==> src/rtl/count_window_pkg.sv <==
// -----------------------------------------------------------------------------
// count_window_pkg
// Shared definitions for the count-window controller:
//   - cw_state_e   : controller state type (IDLE, ARM, COUNT, HOLD), 2-bit encoding
//   - *_ENC        : state encodings as plain localparams
//   - CW_N_DEFAULT : default event-counter width
//   - CW_W_DEFAULT : default window-length width
// Build option: COUNT_WINDOW_SAT_EN (used by count_window_core) selects a
// saturating counter instead of a wrapping one.
// -----------------------------------------------------------------------------
package count_window_pkg;

    localparam int CW_N_DEFAULT = 8;
    localparam int CW_W_DEFAULT = 16;

    localparam logic [1:0] IDLE_ENC  = 2'd0;
    localparam logic [1:0] ARM_ENC   = 2'd1;
    localparam logic [1:0] COUNT_ENC = 2'd2;
    localparam logic [1:0] HOLD_ENC  = 2'd3;

    typedef enum logic [1:0] {
        IDLE  = IDLE_ENC,
        ARM   = ARM_ENC,
        COUNT = COUNT_ENC,
        HOLD  = HOLD_ENC
    } cw_state_e;

endpackage

==> src/rtl/count_window_core.sv <==
// -----------------------------------------------------------------------------
// count_window_core
// N-bit event counter with synchronous clear and sticky overflow flag.
// Ports:
//   clk   in   system clock
//   rstn  in   asynchronous active-low reset
//   clr   in   clear count and ovf (has priority over inc)
//   inc   in   count one event this cycle
//   count out  N-bit event count (registered)
//   ovf   out  set when an increment happens at all-ones (sticky until clr)
// Build option COUNT_WINDOW_SAT_EN:
//   defined   -> count sticks at all-ones once reached
//   undefined -> count wraps modulo 2^N
// -----------------------------------------------------------------------------
module count_window_core
    import count_window_pkg::*;
#(
    parameter int N = CW_N_DEFAULT
) (
    input  logic         clk,
    input  logic         rstn,
    input  logic         clr,
    input  logic         inc,
    output logic [N-1:0] count,
    output logic         ovf
);

    logic [N-1:0] count_q, count_d;
    logic         ovf_q, ovf_d;

    always_comb begin
        count_d = count_q;
        ovf_d   = ovf_q;
        if (clr) begin
            count_d = '0;
            ovf_d   = 1'b0;
        end else if (inc) begin
            if (count_q == '1) begin
                ovf_d = 1'b1;
`ifdef COUNT_WINDOW_SAT_EN
                count_d = count_q;
`else
                count_d = '0;
`endif
            end else begin
                count_d = count_q + N'(1);
            end
        end
    end

    always_ff @(posedge clk or negedge rstn) begin
        if (!rstn) begin
            count_q <= '0;
            ovf_q   <= 1'b0;
        end else begin
            count_q <= count_d;
            ovf_q   <= ovf_d;
        end
    end

    assign count = count_q;
    assign ovf   = ovf_q;

endmodule

==> src/rtl/count_window_ctrl.sv <==
// -----------------------------------------------------------------------------
// count_window_ctrl
// Sequences an event counter over a programmable window:
// IDLE -> ARM -> COUNT (win_len cycles or until stop) -> HOLD (valid/ready).
// Ports:
//   clk        in   system clock
//   rstn       in   asynchronous active-low reset
//   start      in   begin a measurement (IDLE only)
//   stop       in   end the window early, keeping the partial count
//   win_len    in   window length in cycles, sampled on accepted start
//   ev_in      in   event strobe, one event per high cycle
//   busy       out  high in ARM and COUNT
//   cnt_valid  out  result available (HOLD)
//   cnt_ready  in   consumer accepts the result
//   count      out  measured event count
//   ovf        out  counter passed all-ones during the window
// Build option COUNT_WINDOW_SAT_EN selects saturate (defined) or wrap
// (undefined) counting inside count_window_core.
// -----------------------------------------------------------------------------
module count_window_ctrl
    import count_window_pkg::*;
#(
    parameter int N = CW_N_DEFAULT,
    parameter int W = CW_W_DEFAULT
) (
    input  logic         clk,
    input  logic         rstn,
    input  logic         start,
    input  logic         stop,
    input  logic [W-1:0] win_len,
    input  logic         ev_in,
    output logic         busy,
    output logic         cnt_valid,
    input  logic         cnt_ready,
    output logic [N-1:0] count,
    output logic         ovf
);

    cw_state_e    state_q, state_d;
    logic [W-1:0] win_len_q, win_len_d;
    logic [W-1:0] timer_q, timer_d;
    logic         busy_q, busy_d;
    logic         valid_q, valid_d;
    logic         core_clr;
    logic         core_inc;

    always_comb begin
        state_d   = state_q;
        win_len_d = win_len_q;
        timer_d   = timer_q;
        core_clr  = 1'b0;
        core_inc  = 1'b0;
        case (state_q)
            IDLE: begin
                if (start) begin
                    state_d   = ARM;
                    win_len_d = win_len;
                end
            end
            ARM: begin
                core_clr = 1'b1;
                timer_d  = win_len_q;
                if (stop || (win_len_q == '0)) begin
                    state_d = HOLD;
                end else begin
                    state_d = COUNT;
                end
            end
            COUNT: begin
                core_inc = ev_in;
                timer_d  = timer_q - W'(1);
                // timer holds the remaining COUNT cycles including this one,
                // so timer==1 marks the last cycle of the window.
                if (stop || (timer_q == W'(1))) begin
                    state_d = HOLD;
                end
            end
            HOLD: begin
                if (cnt_ready) begin
                    state_d = IDLE;
                end
            end
            default: state_d = IDLE;
        endcase
        // Outputs are decoded from the next state so they come straight off flops.
        busy_d  = (state_d == ARM) || (state_d == COUNT);
        valid_d = (state_d == HOLD);
    end

    always_ff @(posedge clk or negedge rstn) begin
        if (!rstn) begin
            state_q   <= IDLE;
            win_len_q <= '0;
            timer_q   <= '0;
            busy_q    <= 1'b0;
            valid_q   <= 1'b0;
        end else begin
            state_q   <= state_d;
            win_len_q <= win_len_d;
            timer_q   <= timer_d;
            busy_q    <= busy_d;
            valid_q   <= valid_d;
        end
    end

    count_window_core #(
        .N(N)
    ) u_core (
        .clk   (clk),
        .rstn  (rstn),
        .clr   (core_clr),
        .inc   (core_inc),
        .count (count),
        .ovf   (ovf)
    );

    assign busy      = busy_q;
    assign cnt_valid = valid_q;

endmodule
==> config.mk <==
export PLATFORM = sky130hd
export DESIGN_NAME = count_window_ctrl
export DESIGN_NICKNAME = d
export VERILOG_FILES = /design/src/rtl/count_window_pkg.sv /design/src/rtl/count_window_core.sv /design/src/rtl/count_window_ctrl.sv
export SDC_FILE = /design/constraint.sdc
export NUM_CORES = 1
export LEC_CHECK = 0
export BUFFER_PORTS_ARGS = -buffer_cell sky130_fd_sc_hd__buf_4
export CAP_MARGIN = 10
export CELL_PAD_IN_SITES_DETAIL_PLACEMENT = 1
export CELL_PAD_IN_SITES_GLOBAL_PLACEMENT = 2
export CORE_MARGIN = 10
export CORE_UTILIZATION = 41
export CTS_BUF_LIST = sky130_fd_sc_hd__clkbuf_8
export CTS_CLUSTER_DIAMETER = 150
export DETAILED_ROUTE_END_ITERATION = 8
export PLACE_DENSITY_LB_ADDON = 0.1
export SETUP_SLACK_MARGIN = 0.15
export SLEW_MARGIN = 15
export SYNTH_ARGS = -nofsm -noshare
export SYNTH_HDL_FRONTEND = slang
export SYNTH_SLANG_ARGS = --single-unit
==> constraint.sdc <==
create_clock -name clk -period 4.19 [get_ports clk]
set_clock_uncertainty 0.05 [all_clocks]
set_input_delay 0.419 -clock clk [delete_from_list [all_inputs] [get_ports clk]]
set_output_delay 0.419 -clock clk [all_outputs]
set_load 0.1 [all_outputs]
# After elaboration in Yosys (flattened, before gate mapping)
# Cells that the tools add are included.
word_totals:
  reg_bits: 45
  latch_bits: 0
  ramBits: 0
  rom_bits: 0
  inputBits: 22
  out_inout_bits: 11
  wordCells: 41
  mem_count: 0
classes:
  add_sub_neg: 2
  mul: 0
  n_div: 0
  magnitude_cmp: 0
  n_eq_ne: 8
  shifts: 0
  n_mux: 14
  bitwise: 0
  reduce_logical: 10
ops:
  columns: ["operator", "n"]
  rows:
  - ["one-hot mux 16 bit (2 select lines)", 1]
  - ["2-to-1 mux 8 bit", 3]
  - ["== test 16 x 1 -> 1 bit, second input constant", 1]
  - ["zero test 16 bit", 1]
  - ["subtractor 16 x 1 -> 16 bit, second input constant", 1]
  - ["adder 8 x 1 -> 8 bit, second input constant", 1]
  - ["== test 2 bit, second input constant", 4]
  - ["== test 8 bit, second input constant", 1]
  - ["one-hot mux 2 bit (4 select lines)", 1]
  - ["2-to-1 mux 1 bit", 6]
  - ["2-to-1 mux 2 bit", 3]
  - ["nonzero test 2 bit", 3]
  - ["== test 2 x 1 -> 1 bit, second input constant", 2]
  - ["AND reduction 2 bit", 2]
  - ["logical OR 1 bit", 3]
  - ["zero test 2 bit", 1]

# Depth between registers and ports, before layout
# Gate-level depths: netlist (run 1).
depth:
  depth_word: 6
  mapped_depth: 8
  depth_no_buf: 7

# By module
# From an unflattened synthesis (run 1), not the netlist that was laid out.
hier_totals:
  hier_cells: 230
  hier_area_um2: 2377.3
by_module_without_submodules:
  columns: ["mod", "instances", "cells_per_inst", "area_each_um2"]
  rows:
  - ["count_window_ctrl", 1, 186, 1901.8]
  - ["count_window_core", 1, 44, 475.5]

# Worst setup path before layout (run 1)
# No wires, ideal clock.
synth_timing:
  path_kind: "register -> register"
  start: "reg u_core.count_q[0] (netlist: u_core.count[0])"
  end: "reg u_core.count_q[5] (netlist: u_core.count[5])"
  setup_time_ns: 0.182
  t_arrival_ns: 1.957
  required_time_ns: 3.958
  setup_slack_ns: 2.000
  path_stages_with_launch: 6
  n_path_buf: 0
  period_less_slack_ns: 2.190
  path_cell_list: "dfrtp_1 > ha_1 > nand4_1 > or2_2 > o21ai_0 > a311oi_1"
synth_between:
  elab_chain_len: 4
  word_cells_on_any_way: 5
synth_lines:
  columns: ["item", "line_no", "source"]
  rows:
  - ["start, declared", "count_window_core.sv:28", "logic [N-1:0] count_q, count_d;"]
  - ["start signal, assigned", "count_window_core.sv:56", "count_q <= count_d;"]
  - ["adder 8 x 1 -> 8 bit / == test 8 bit (equally long branches)", "count_window_core.sv:46, count_window_core.sv:38", null]
  - ["2-to-1 mux 8 bit (*)", "count_window_core.sv:38", "if (count_q == '1) begin"]
  - ["2-to-1 mux 8 bit (*)", "count_window_core.sv:37", "end else if (inc) begin"]
  - ["2-to-1 mux 8 bit (*)", "count_window_core.sv:34", "if (clr) begin"]
# Every way passes the cells marked *; elsewhere a longest branch is shown, timed or not. The select of a mux whose other input is x is not followed.
# A chain may end at the register's enable or synchronous reset.

# Worst setup path in the final report (run 1)
layout_timing:
  start: "reg state_q[0]"
  end: "reg timer_q[9]"
layout_between:
  elab_chain_len: 2
  word_cells_on_any_way: 4
layout_lines:
  columns: ["item", "line_no", "source"]
  rows:
  - ["start, declared", "count_window_ctrl.sv:39", "cw_state_e state_q, state_d;"]
  - ["start signal, assigned", "count_window_ctrl.sv:98", "state_q <= state_d;"]
  - ["== test 2 bit / == test 2 x 1 -> 1 bit (equally long branches)", "count_window_ctrl.sv:53", "case (state_q)"]
  - ["one-hot mux 16 bit (2 select lines) / nonzero test 2 bit (equally long branches)", null, null]
  - ["end signal, assigned", "count_window_ctrl.sv:100", "timer_q <= timer_d;"]
  - ["end, declared", "count_window_ctrl.sv:41", "logic [W-1:0] timer_q, timer_d;"]
# Several ways; a longest one is shown, not always the timed one.

==> out/metrics.yaml, run 1 <==
outcome: "finished clean"
power.switching_uw: 950.6
drt_iter0_drc: 84
dp.cells: 329
synthAdderAreaFrac: 0.04732
netlist_instances: 233
fp.dieW_um: 96.19
startpoint: "state_q[0]"
synth_top_family_by_area: "simple AND/OR/NAND/NOR gates"
antenna_found_initial: 0
synth_top_area_frac: 0.4732
num_vias: 1940
core-area_um2: 5574
worstMarginPinSlew_ps: 721.5
gp_congestion: 0.7634
numPortBuffers: 32
hold_violations: 0
synthXorXnorAreaFrac: 0.007361
cp_max_fo: 26
leakagePower_nw: 1.153
die_h_um: 96.19
cts-resized-gates: 0
antennaDiodeCount: 0
nNetsFinal: 295
fmax_mhz: 421.8
period_share: 0.5658
routed_wl_um: 5986
start_util: 0.4269
critPathKind: "reg -> reg"
drt_first_pass_iters: 4
slew_headroom: 0.5179
detailed_place_hpwl_um: 4419
synth_mux_area_frac: 0.08412
pwr-share-seq: 0.408
final_max_slew_viol_count: 0
arrival_ps: 2560
die_area_um2: 9252
min_path_type: "in -> async"
finalCriticalPeriod_ps: 2371
drive_gt1_frac: 0.2462
finalSetupTns_ps: 0
worstRegToRegCells: 7
setup_viol: 0
rows: 27
synth_compound_area_frac: 0.1551
yosys_warnings: 0
async_reset_ff_frac: 1.000
htree_levels: 2
clock-sinks: 45
synth_edf_count: 0
ys_top_cells_by_count: "45 x dfrtp_1, 21 x nand2_1, 20 x a21oi_1"
cts_setup_buffers: 0
ff2ff_setup_slack_ps: 1820
finalNonFillerCells: 336
ys.flop_type: "dfrtp_1"
clock_latency_ps: 300
r2r_end: "timer_q[9]"
vias_per_cell: 5.774
intPower_mw: 1.150
synth.avg_cell_area_um2: 10.21
yosysMostFrequentCell: "dfrtp_1"
pwr-share-comb: 0.461
detail-route-antenna-nets: 0
grt_pass1_vias: 2083
cts_made_buffers: 5
grt.overflow.total: 0
switching_share: 0.4525
grt_max_degree: 46
synth_seq_cells: 45
ir_worst_vdd_uv: 320.6
grt_pass1_wl_um: 10350
ys_top_cells_by_area: "dfrtp_1 47%, mux2_2 7.6%, ha_1 4.7%, a21oi_1 4.2%, nand2_1 3.3%"
holdBufCountCts: 0
ys_types: 46
syn_to_final_growth_pct: 16.25
timing.rr.start: "state_q[0]"
clkTransAtPathRegs_ps: 80
syn-cell-area_um2: 2380
cp_data_required_time_ps: 4380
wl_per_cell_um: 17.82
fillers: 655
clockRootBuffer: "clkbuf_8"
p_clk_frac: 0.131
power.total_mw: 2.101
critPathLaunchType: "flip-flop"
ioPinCount: 33
powerDensity_nw_per_um2: 759.4
drv_cap: 0
ys_seq_area_frac: 0.4732
cts_tree: "built"
grtUsageTotal: 0.1398
yosysTopAreaCell: "dfrtp_1"
syn_nets: 264
yosys.area_share.simple: 0.2077
end_kind: "flip-flop"
drc_errors: 0
clockBufferDepth: 2
rsz0062_at_grt: "no"
==> routing by layer <==
metal,vias up,part of all wire,track usage
met1,959,0.46,0.1819
li1,936,-,-
met5,-,0,0
met3,10,0.050,0.03891
met4,0,0.018,0.04914
met2,35,0.47,0.2175
==> registers in the layout (all words and copies together) (netlist names) <==
signal        count
timer_q          16
win_len_q        16
u_core.count      8
state_q           2
busy              1
cnt_valid         1
u_core.ovf        1
==> placed cells by master (no fill, tap or decap), types with 5 or more instances in the layout <==
cell type	synthesis	layout
clkbuf_8	0	6
nor4_1	5	5
o21ai_0	11	11
a21oi_1	20	20
ha_1	9	9
inv_1	5	6
nand2_1	21	21
nand4_1	5	5
nand3_1	10	10
mux2_2	16	16
buf_4	0	33
dfrtp_1	45	45
nor2_1	17	17
==> power by group through the flow <==
stage          Sequential (mW)  Clock, mW  Combinational (mW)
2_1_floorplan            0.896          0               0.661
3_3_place_gp             0.858          0               0.940
3_5_place_dp             0.866          0               0.972
4_1_cts                  0.856      0.283               0.978
5_1_grt                  0.888      0.298                1.10
6_report                 0.857      0.275               0.969
==> per-stage QoR <==
step / setup WS [ps] / hold slack (ps) / cell area (um^2) / util
final: 1819 / 64.10 / 2766 / 0.4963
after global routing: 1555 / 102.5 / 2766 / 0.4963
after CTS: 1821 / 88.85 / 2766 / 0.4963
after detailed placement: 1840 / 418.0 / 2680 / 0.4808
after global placement: 1916 / 415.8 / 2680 / 0.4808
after floorplan: 2000 / 73.41 / 2380 / -
==> worst max-delay path, stage by stage, from the launching register on <==
cell	delay (ps)
dfrtp_1	430
inv_1	140
ha_1	480
buf_4	360
nand2_1	200
nor2_1	130
or4b_1	430
nand3_1	90
==> worst max path at each step <==
stage	endpoint	depth (start not counted)
2_1_floorplan	u_core.count[5]	5
3_3_place_gp	timer_q[9]	7
3_5_place_dp	timer_q[9]	7
4_1_cts	timer_q[9]	7
5_1_grt	timer_q[14]	6
6_report	timer_q[9]	7
==> cells by family (layout without fill, tap and decap cells) <==
| family | count (synthesis) | after routing |
|---|---|---|
| AND/OR/NAND/NOR | 86 | 86 |
| AO/OA/AOI/OAI | 58 | 58 |
| flip-flops | 45 | 45 |
| multiplexers | 18 | 18 |
| buffers and inverters | 15 | 46 |
| adder cells (fa/ha/maj) | 9 | 9 |
| XOR/XNOR | 2 | 2 |
==> final cells by class <==
type | instances | area, um^2 | share of cell area
Sequential cell | 45 | 1126 | 0.4071
Timing Repair Buffer | 33 | 247.7 | 0.08955
Multi-Input combinational cell | 173 | 1194 | 0.4315
Clock buffer | 6 | 82.58 | 0.02985
Tap cell | 72 | 90.09 | 0.03256
Clock inverter | 1 | 3.754 | 0.001357
Inverter | 6 | 22.52 | 0.008141
(Power assumes the default switching activity.)
==> run 2: changes to the inputs <==
--- a/config.mk
+++ b/config.mk
@@ -5,12 +5,13 @@
 export SDC_FILE = /design/constraint.sdc
 export NUM_CORES = 1
 export LEC_CHECK = 0
+export ABC_AREA = 1
 export BUFFER_PORTS_ARGS = -buffer_cell sky130_fd_sc_hd__buf_4
 export CAP_MARGIN = 10
 export CELL_PAD_IN_SITES_DETAIL_PLACEMENT = 1
 export CELL_PAD_IN_SITES_GLOBAL_PLACEMENT = 2
 export CORE_MARGIN = 10
-export CORE_UTILIZATION = 41
+export CORE_UTILIZATION = 35
 export CTS_BUF_LIST = sky130_fd_sc_hd__clkbuf_8
 export CTS_CLUSTER_DIAMETER = 150
 export DETAILED_ROUTE_END_ITERATION = 8
==> constraint.sdc (replaced) <==
create_clock -name clk -period 2.3 [get_ports clk]
set_clock_uncertainty 0.05 [all_clocks]
set_input_delay 0.23 -clock clk [delete_from_list [all_inputs] [get_ports clk]]
set_output_delay 0.23 -clock clk [all_outputs]
set_load 0.1 [all_outputs]
==> run 2 against run 1 <==
  * Sequential share of layout area down 3.3 points
  * Utilization down 7.7 points
  * Die area up 20%
  * Routed wire length up 14%
  * Via count up 13%
  * Worst setup slack worse by 1400 ps
  * Flip-flop and latch count unchanged
  * Largest power group unchanged
==> out/metrics.yaml, run 2 <==
routed_wl_um: 6815  # +14%
syn-cell-area_um2: 2549  # +7.1%
drt_first_pass_iters: 4  # unchanged
drt_iter0_drc: 57  # -32%
ioPinCount: 33  # unchanged
ir_worst_vdd_uv: 398.7  # +24%
outcome: "finished clean"
grt_pass1_wl_um: 11820  # +14%
die_area_um2: 11100  # +20%
critPathLaunchType: "flip-flop"
yosys_warnings: 0  # unchanged
grtUsageTotal: 0.1293  # -0.01049
fp.dieW_um: 105.3  # +9.5%
ys_top_cells_by_count: "62 x nand2_1, 45 x dfrtp_1, 44 x nor2_1"
grt_max_degree: 46  # unchanged
rsz0062_at_grt: "no"
antenna_found_initial: 0  # unchanged
crit_path_top_delay_cell: "dfrtp_1"
grt_pass1_vias: 2374  # +14%
drv_cap: 0  # unchanged
clockBufferDepth: 2  # unchanged
setup_viol: 0  # unchanged
drc_errors: 0  # unchanged
ys_top_cells_by_area: "dfrtp_1 44%, nand2_1 9.1%, nor2_1 6.5%, mux2_2 6.2%, inv_1 4.9%"
synth.avg_cell_area_um2: 8.091  # -21%
clkTransAtPathRegs_ps: 90  # about the same
synth_edf_count: 0  # unchanged
clock_latency_ps: 300  # about the same
grt.overflow.total: 0  # unchanged
mostFrequentLayoutCells: "62 x nand2_1, 45 x dfrtp_1, 44 x nor2_1"
async_reset_ff_frac: 1.000  # unchanged
critPathKind: "reg -> reg"
num_vias: 2185  # +13%
htree_levels: 2  # unchanged
finalCriticalPeriod_ps: 1853  # -518.1 ps
min_path_cells: 2
cp_top_family: "adder cells"
clockRootBuffer: "clkbuf_8"
cp.depth: 7  # unchanged
numPortBuffers: 32  # unchanged
cts_made_buffers: 5  # unchanged
rows: 31  # +15%
arrival_ps: 1990  # -570 ps
ff2ff_setup_slack_ps: 450  # -1370 ps
syn_to_final_growth_pct: 17.97
die_h_um: 105.3  # +9.5%
cp_slowest_stage_delay_ps: 430  # -50 ps
final_max_slew_viol_count: 0  # unchanged
cts_setup_buffers: 0  # unchanged
yosysMostFrequentCell: "nand2_1"
gp_congestion: 0.8037  # +5.3%
synth_top_area_frac: 0.4418  # -0.03136
period_share: 0.8055  # +0.2397
netlist_instances: 315  # +35%
fmax_mhz: 539.8  # +28%
cts-resized-gates: 0  # unchanged
cts_tree: "built"
yosysTopAreaCell: "dfrtp_1"
nNetsFinal: 383  # +30%
slew_headroom: 0.5995  # +0.08167
cp_max_fo: 9  # -65%
finalNonFillerCells: 451  # +34%
worstMarginPinSlew_ps: 600.7  # -120.8 ps
core-area_um2: 7176  # +29%
ys_seq_area_frac: 0.4418  # -0.03136
cp_data_required_time_ps: 2440  # -1940 ps
synth_seq_cells: 45  # unchanged
min_path_type: "in -> reg"
end_kind: "flip-flop"
clock-sinks: 45  # unchanged
power.total_mw: 4.092  # +95%
detail-route-antenna-nets: 0  # unchanged
holdBufCountCts: 1  # +1
detailed_place_hpwl_um: 5290  # +20%
path_cells: "inv_1 > ha_1 > clkinv_1 > nand3_1 > nand2_1 > o21ai_0 > ha_1"
worstRegToRegCells: 7  # unchanged
finalSetupTns_ps: 0  # unchanged
antennaDiodeCount: 0  # unchanged
worst_path_most_repeated_cell: "ha_1"
powerDensity_nw_per_um2: 1361  # +79%
leakagePower_nw: 1.426  # +24%
hold_violations: 0  # unchanged
ys.flop_type: "dfrtp_1"
crit_buf_inv: 2  # unchanged
dp.cells: 443  # +35%
wl_per_cell_um: 15.11  # -15%
vias_per_cell: 4.845  # -16%
drive_gt1_frac: 0.2188  # -0.02746
syn_nets: 346  # +31%
layout.cells.most_common: "nand2_1"
start_util: 0.3552  # -0.07175
ys_types: 32  # -30%
run 2: stage by stage:
| step | cell area (um^2) | worst slack, ps | util | hold slack [ps] |
|---|---|---|---|---|
| after global routing | 3007 | 267.5 | 0.4190 | 89.43 |
| after floorplan | 2549 | 294.3 | - | -115.6 |
| after CTS | 3007 | 449.5 | 0.4190 | 87.45 |
| final | 3007 | 447.4 | 0.4190 | 101.0 |
| after detailed placement | 2907 | 465.5 | 0.4051 | 241.0 |
| after global placement | 2907 | 550.6 | 0.4051 | 239.7 |
run 2: final cells by class:
class | instances | area, um^2
clock inverters | 1 | 7.507
well taps | 99 | 123.9
repair buffers | 37 | 280.3
multi-input cells | 228 | 1255
clock buffers | 6 | 82.58
inverters | 35 | 131.4
fillers | 887 | 4169
flip-flops and latches | 45 | 1126
run 2: path summary, 6_finish.rpt:
path                            startpoint       endpoint
worst max register to register  state_q[1]           busy
max in group asynchronous             rstn  win_len_q[11]
min in group asynchronous             rstn    timer_q[11]
worst min register to register  u_core.ovf     u_core.ovf
worst min-delay path            win_len[0]   win_len_q[0]
worst max-delay path            state_q[1]           busy
run 2: cells by family (layout without fill, tap and decap cells):
group / Yosys count / in the layout / share of synthesized area
AO/OA/AOI/OAI: 54 / 54 / 0.1159
flip-flops: 45 / 45 / 0.4418
AND/OR/NAND/NOR: 151 / 151 / 0.2705
buffers and inverters: 42 / 79 / 0.06578
multiplexers: 14 / 14 / 0.06186
adder cells (fa/ha/maj): 9 / 9 / 0.04418
run 2: worst reg2reg max path: cells and delay by family, from the launching register on:
kind | cells | cell delay [ps]
flops | 1 | 430
simple gates | 2 | 220
compound gates | 1 | 130
fa+ha+maj | 2 | 520
buf+inv | 2 | 400
run 2: metal layers:
metal | wire, um | GRT usage | vias to the layer above
met1 | 3368 | 0.1667 | 1046
met2 | 3156 | 0.2093 | 31
met5 | 0 | 0 | -
met3 | 205 | 0.03167 | 7
li1 | - | - | 1101
met4 | 85 | 0.03824 | 0
run 2: report_power, final:
part	total, mW	switching (mW)	internal [mW]
registers	1.44	0.303	1.14
logic	2.13	1.39	0.743
clock network	0.519	0.281	0.238
total	4.09	1.97	2.12
==> run 3: changes to the inputs <==
--- a/config.mk
+++ b/config.mk
@@ -5,13 +5,13 @@
 export SDC_FILE = /design/constraint.sdc
 export NUM_CORES = 1
 export LEC_CHECK = 0
-export ABC_AREA = 1
+export ABC_AREA = 0
 export BUFFER_PORTS_ARGS = -buffer_cell sky130_fd_sc_hd__buf_4
 export CAP_MARGIN = 10
 export CELL_PAD_IN_SITES_DETAIL_PLACEMENT = 1
 export CELL_PAD_IN_SITES_GLOBAL_PLACEMENT = 2
 export CORE_MARGIN = 10
-export CORE_UTILIZATION = 35
+export CORE_UTILIZATION = 34
 export CTS_BUF_LIST = sky130_fd_sc_hd__clkbuf_8
 export CTS_CLUSTER_DIAMETER = 150
 export DETAILED_ROUTE_END_ITERATION = 8
==> constraint.sdc (replaced) <==
create_clock -name clk -period 1.6 [get_ports clk]
set_clock_uncertainty 0.05 [all_clocks]
set_input_delay 0.16 -clock clk [delete_from_list [all_inputs] [get_ports clk]]
set_output_delay 0.16 -clock clk [all_outputs]
set_load 0.1 [all_outputs]
==> run 3 against run 2 <==
  * The run now ends with setup timing left
  * Clock power increased by 100%
  * Highest routed layer unchanged
  * Worst hold slack worse by 72 ps
  * Clock-buffer cell count decreased by 1
  * Critical endpoint is now timer_q[15]
  * Sequential power rose by 44%
  * Final area is 44% higher
  * Global-route usage is 2.4 points higher
  * Largest power group unchanged
  * Combinational power grew to 3.0 times the previous value
  * Routed wire length grew 33%
  * Non-clock buffer count increased by 100
==> out/metrics.yaml, run 3 (synthesized netlist as in run 1, its figures left out) <==
outcome: "finished, violations left"
violations: "setup timing"
end_kind: "flip-flop"
finalWorstSetupSlack_ps: -248.0  # -695.3 ps
dp.cells: 416  # -6.1%
fp.dieW_um: 103.7  # -1.6%
slew_headroom: 0.7730  # +0.1735
syn_to_final_growth_pct: 82.18
dp_slack_ps: -285.6  # -751.1 ps
grt.overflow.total: 0  # unchanged
die_h_um: 103.7  # -1.6%
critPathLaunchType: "flip-flop"
detailed_place_hpwl_um: 5224  # -1.2%
min_to: "win_len_q[5]"
setup_viol: 22  # +22
min_path_cells: 2  # unchanged
worstMarginPinSlew_ps: 337.8  # -262.9 ps
final_max_slew_viol_count: 0  # unchanged
nNetsFinal: 399  # +4.2%
drt_first_pass_iters: 4  # unchanged
mostFrequentLayoutCells: "103 x buf_4, 35 x dfrtp_1, 24 x buf_6"
crit_path_top_delay_cell: "dfrtp_2"
grt_max_degree: 28  # -39%
clkTransAtPathRegs_ps: 90  # about the same
wl_per_cell_um: 19.56  # +29%
critPathKind: "reg -> reg"
r2r_end: "timer_q[15]"
rsz0062_at_grt: "yes"
gp_congestion: 0.7839  # -2.5%
start_util: 0.3503  # -0.004911
utilization: 0.6381  # +0.2191
core-area_um2: 6794  # -5.3%
ff2ff_setup_slack_ps: -250  # -700 ps
rows: 30  # -3.2%
ioPinCount: 33  # unchanged
cp_top_family: "simple AND/OR/NAND/NOR gates"
die_area_um2: 10750  # -3.2%
num_vias: 2429  # +11%
powerDensity_nw_per_um2: 2203  # +62%
numPortBuffers: 32  # unchanged
fmax_mhz: 541.1  # +0.25%
drc_errors: 0  # unchanged
arrival_ps: 1980  # about the same
cp_slowest_stage_delay_ps: 460  # +30 ps
vias_per_cell: 5.224  # +7.8%
fillers: 696  # -22%
clock-sinks: 45  # unchanged
min_path_type: "in -> reg"
antenna_found_initial: 0  # unchanged
worstRegToRegCells: 5  # -2
clockBufferDepth: 2  # unchanged
cts_tree: "built"
finalCriticalPeriod_ps: 1848  # -4.658 ps
min_from: "win_len[5]"
grt_pass1_vias: 2580  # +8.7%
antennaDiodeCount: 0  # unchanged
cts_made_buffers: 5  # unchanged
cp_max_fo: 4  # -5
period_share: 1.155  # +0.3495
routed_wl_um: 9096  # +33%
drt_iter0_drc: 149  # +160%
clock_latency_ps: 300  # about the same
leakagePower_nw: 1.921  # +35%
grt_pass1_wl_um: 13730  # +16%
grtUsageTotal: 0.1536  # +0.02422
layout.cells.most_common: "buf_4"
cp_data_required_time_ps: 1730  # -710 ps
path_cells: "buf_6 > nor4_4 > nand4_1 > mux2i_1 > a221o_1"
drive_gt1_frac: 0.6856  # +0.4669
htree_levels: 2  # unchanged
hold_violations: 0  # unchanged
drv_cap: 0  # unchanged
clockRootBuffer: "clkbuf_8"
finalNonFillerCells: 465  # +3.1%
detail-route-antenna-nets: 0  # unchanged
ir_worst_vdd_uv: 1026  # +160%
crit_buf_inv: 1  # -1
timing.rr.start: "timer_q[0]"
==> run 3: worst max-delay path by stage <==
stage             startpoint          end  slack [ps]  cells past startpoint
2_1_floorplan     state_q[0]         busy        -170                      7
4_1_cts           state_q[1]         busy        -200                      7
3_3_place_gp      state_q[1]         busy        -190                      7
3_5_place_dp   win_len_q[11]         busy        -290                      5
5_1_grt           timer_q[1]   state_q[0]        -350                      9
6_report          timer_q[0]  timer_q[15]        -250                      5
==> run 3: routing by layer <==
layer  vias up  track usage  wire length (um)
li1       1140            -                 -
met1      1226       0.1904              3941
met2        44       0.2640              4618
met3        19      0.02974               276
met4         0      0.04175               259
met5         -            0                 0
==> run 3: stage by stage <==
stage / total power, mW / area [um^2] / hold WS, ps / TNS (ps)
after CTS: 8.524 / 3966 / 27.41 / -1050
final: 9.551 / 4335 / 28.77 / -2115
after floorplan: 4.313 / 2492 / -185.6 / -705.5
after global placement: 6.018 / 3281 / 19.32 / -1564
after detailed placement: 6.128 / 3281 / 21.14 / -2031
after global routing: 10.14 / 4335 / 18.05 / -3733
==> run 3: layout make-up <==
cell class	count	area, um^2	area share
multi-input cells	173	1677	0.3867
flip-flops and latches	45	1144	0.2638
repair buffers	137	1234	0.2846
clock inverters	3	65.06	0.01501
clock buffers	5	68.82	0.01587
well taps	96	120.1	0.02771
inverters	6	27.53	0.006349
==> run 3: worst reg2reg max path, delay by kind of cell, from the launching register on <==
kind	cells	cell delay, ps
multiplexers	1	180
AND/OR/NAND/NOR	2	580
AO/OA/AOI/OAI	1	310
buffers and inverters	1	140
flip-flops	1	460
==> run 3: power by group <==
group	total (mW)	switching [mW]	internal (mW)
combinational	6.42	3.01	3.42
sequential	2.08	0.419	1.66
clock	1.04	0.424	0.621
total	9.55	3.85	5.70
==> run 3: what timing repair did <==
item,CTS,global route
cloned,0,2
hold buffers,1,0
setup buffers,22,16
resized for setup,92,47
endpoints found under the hold margin,45,0
endpoints found under the setup margin,27,45
pin swaps,43,42
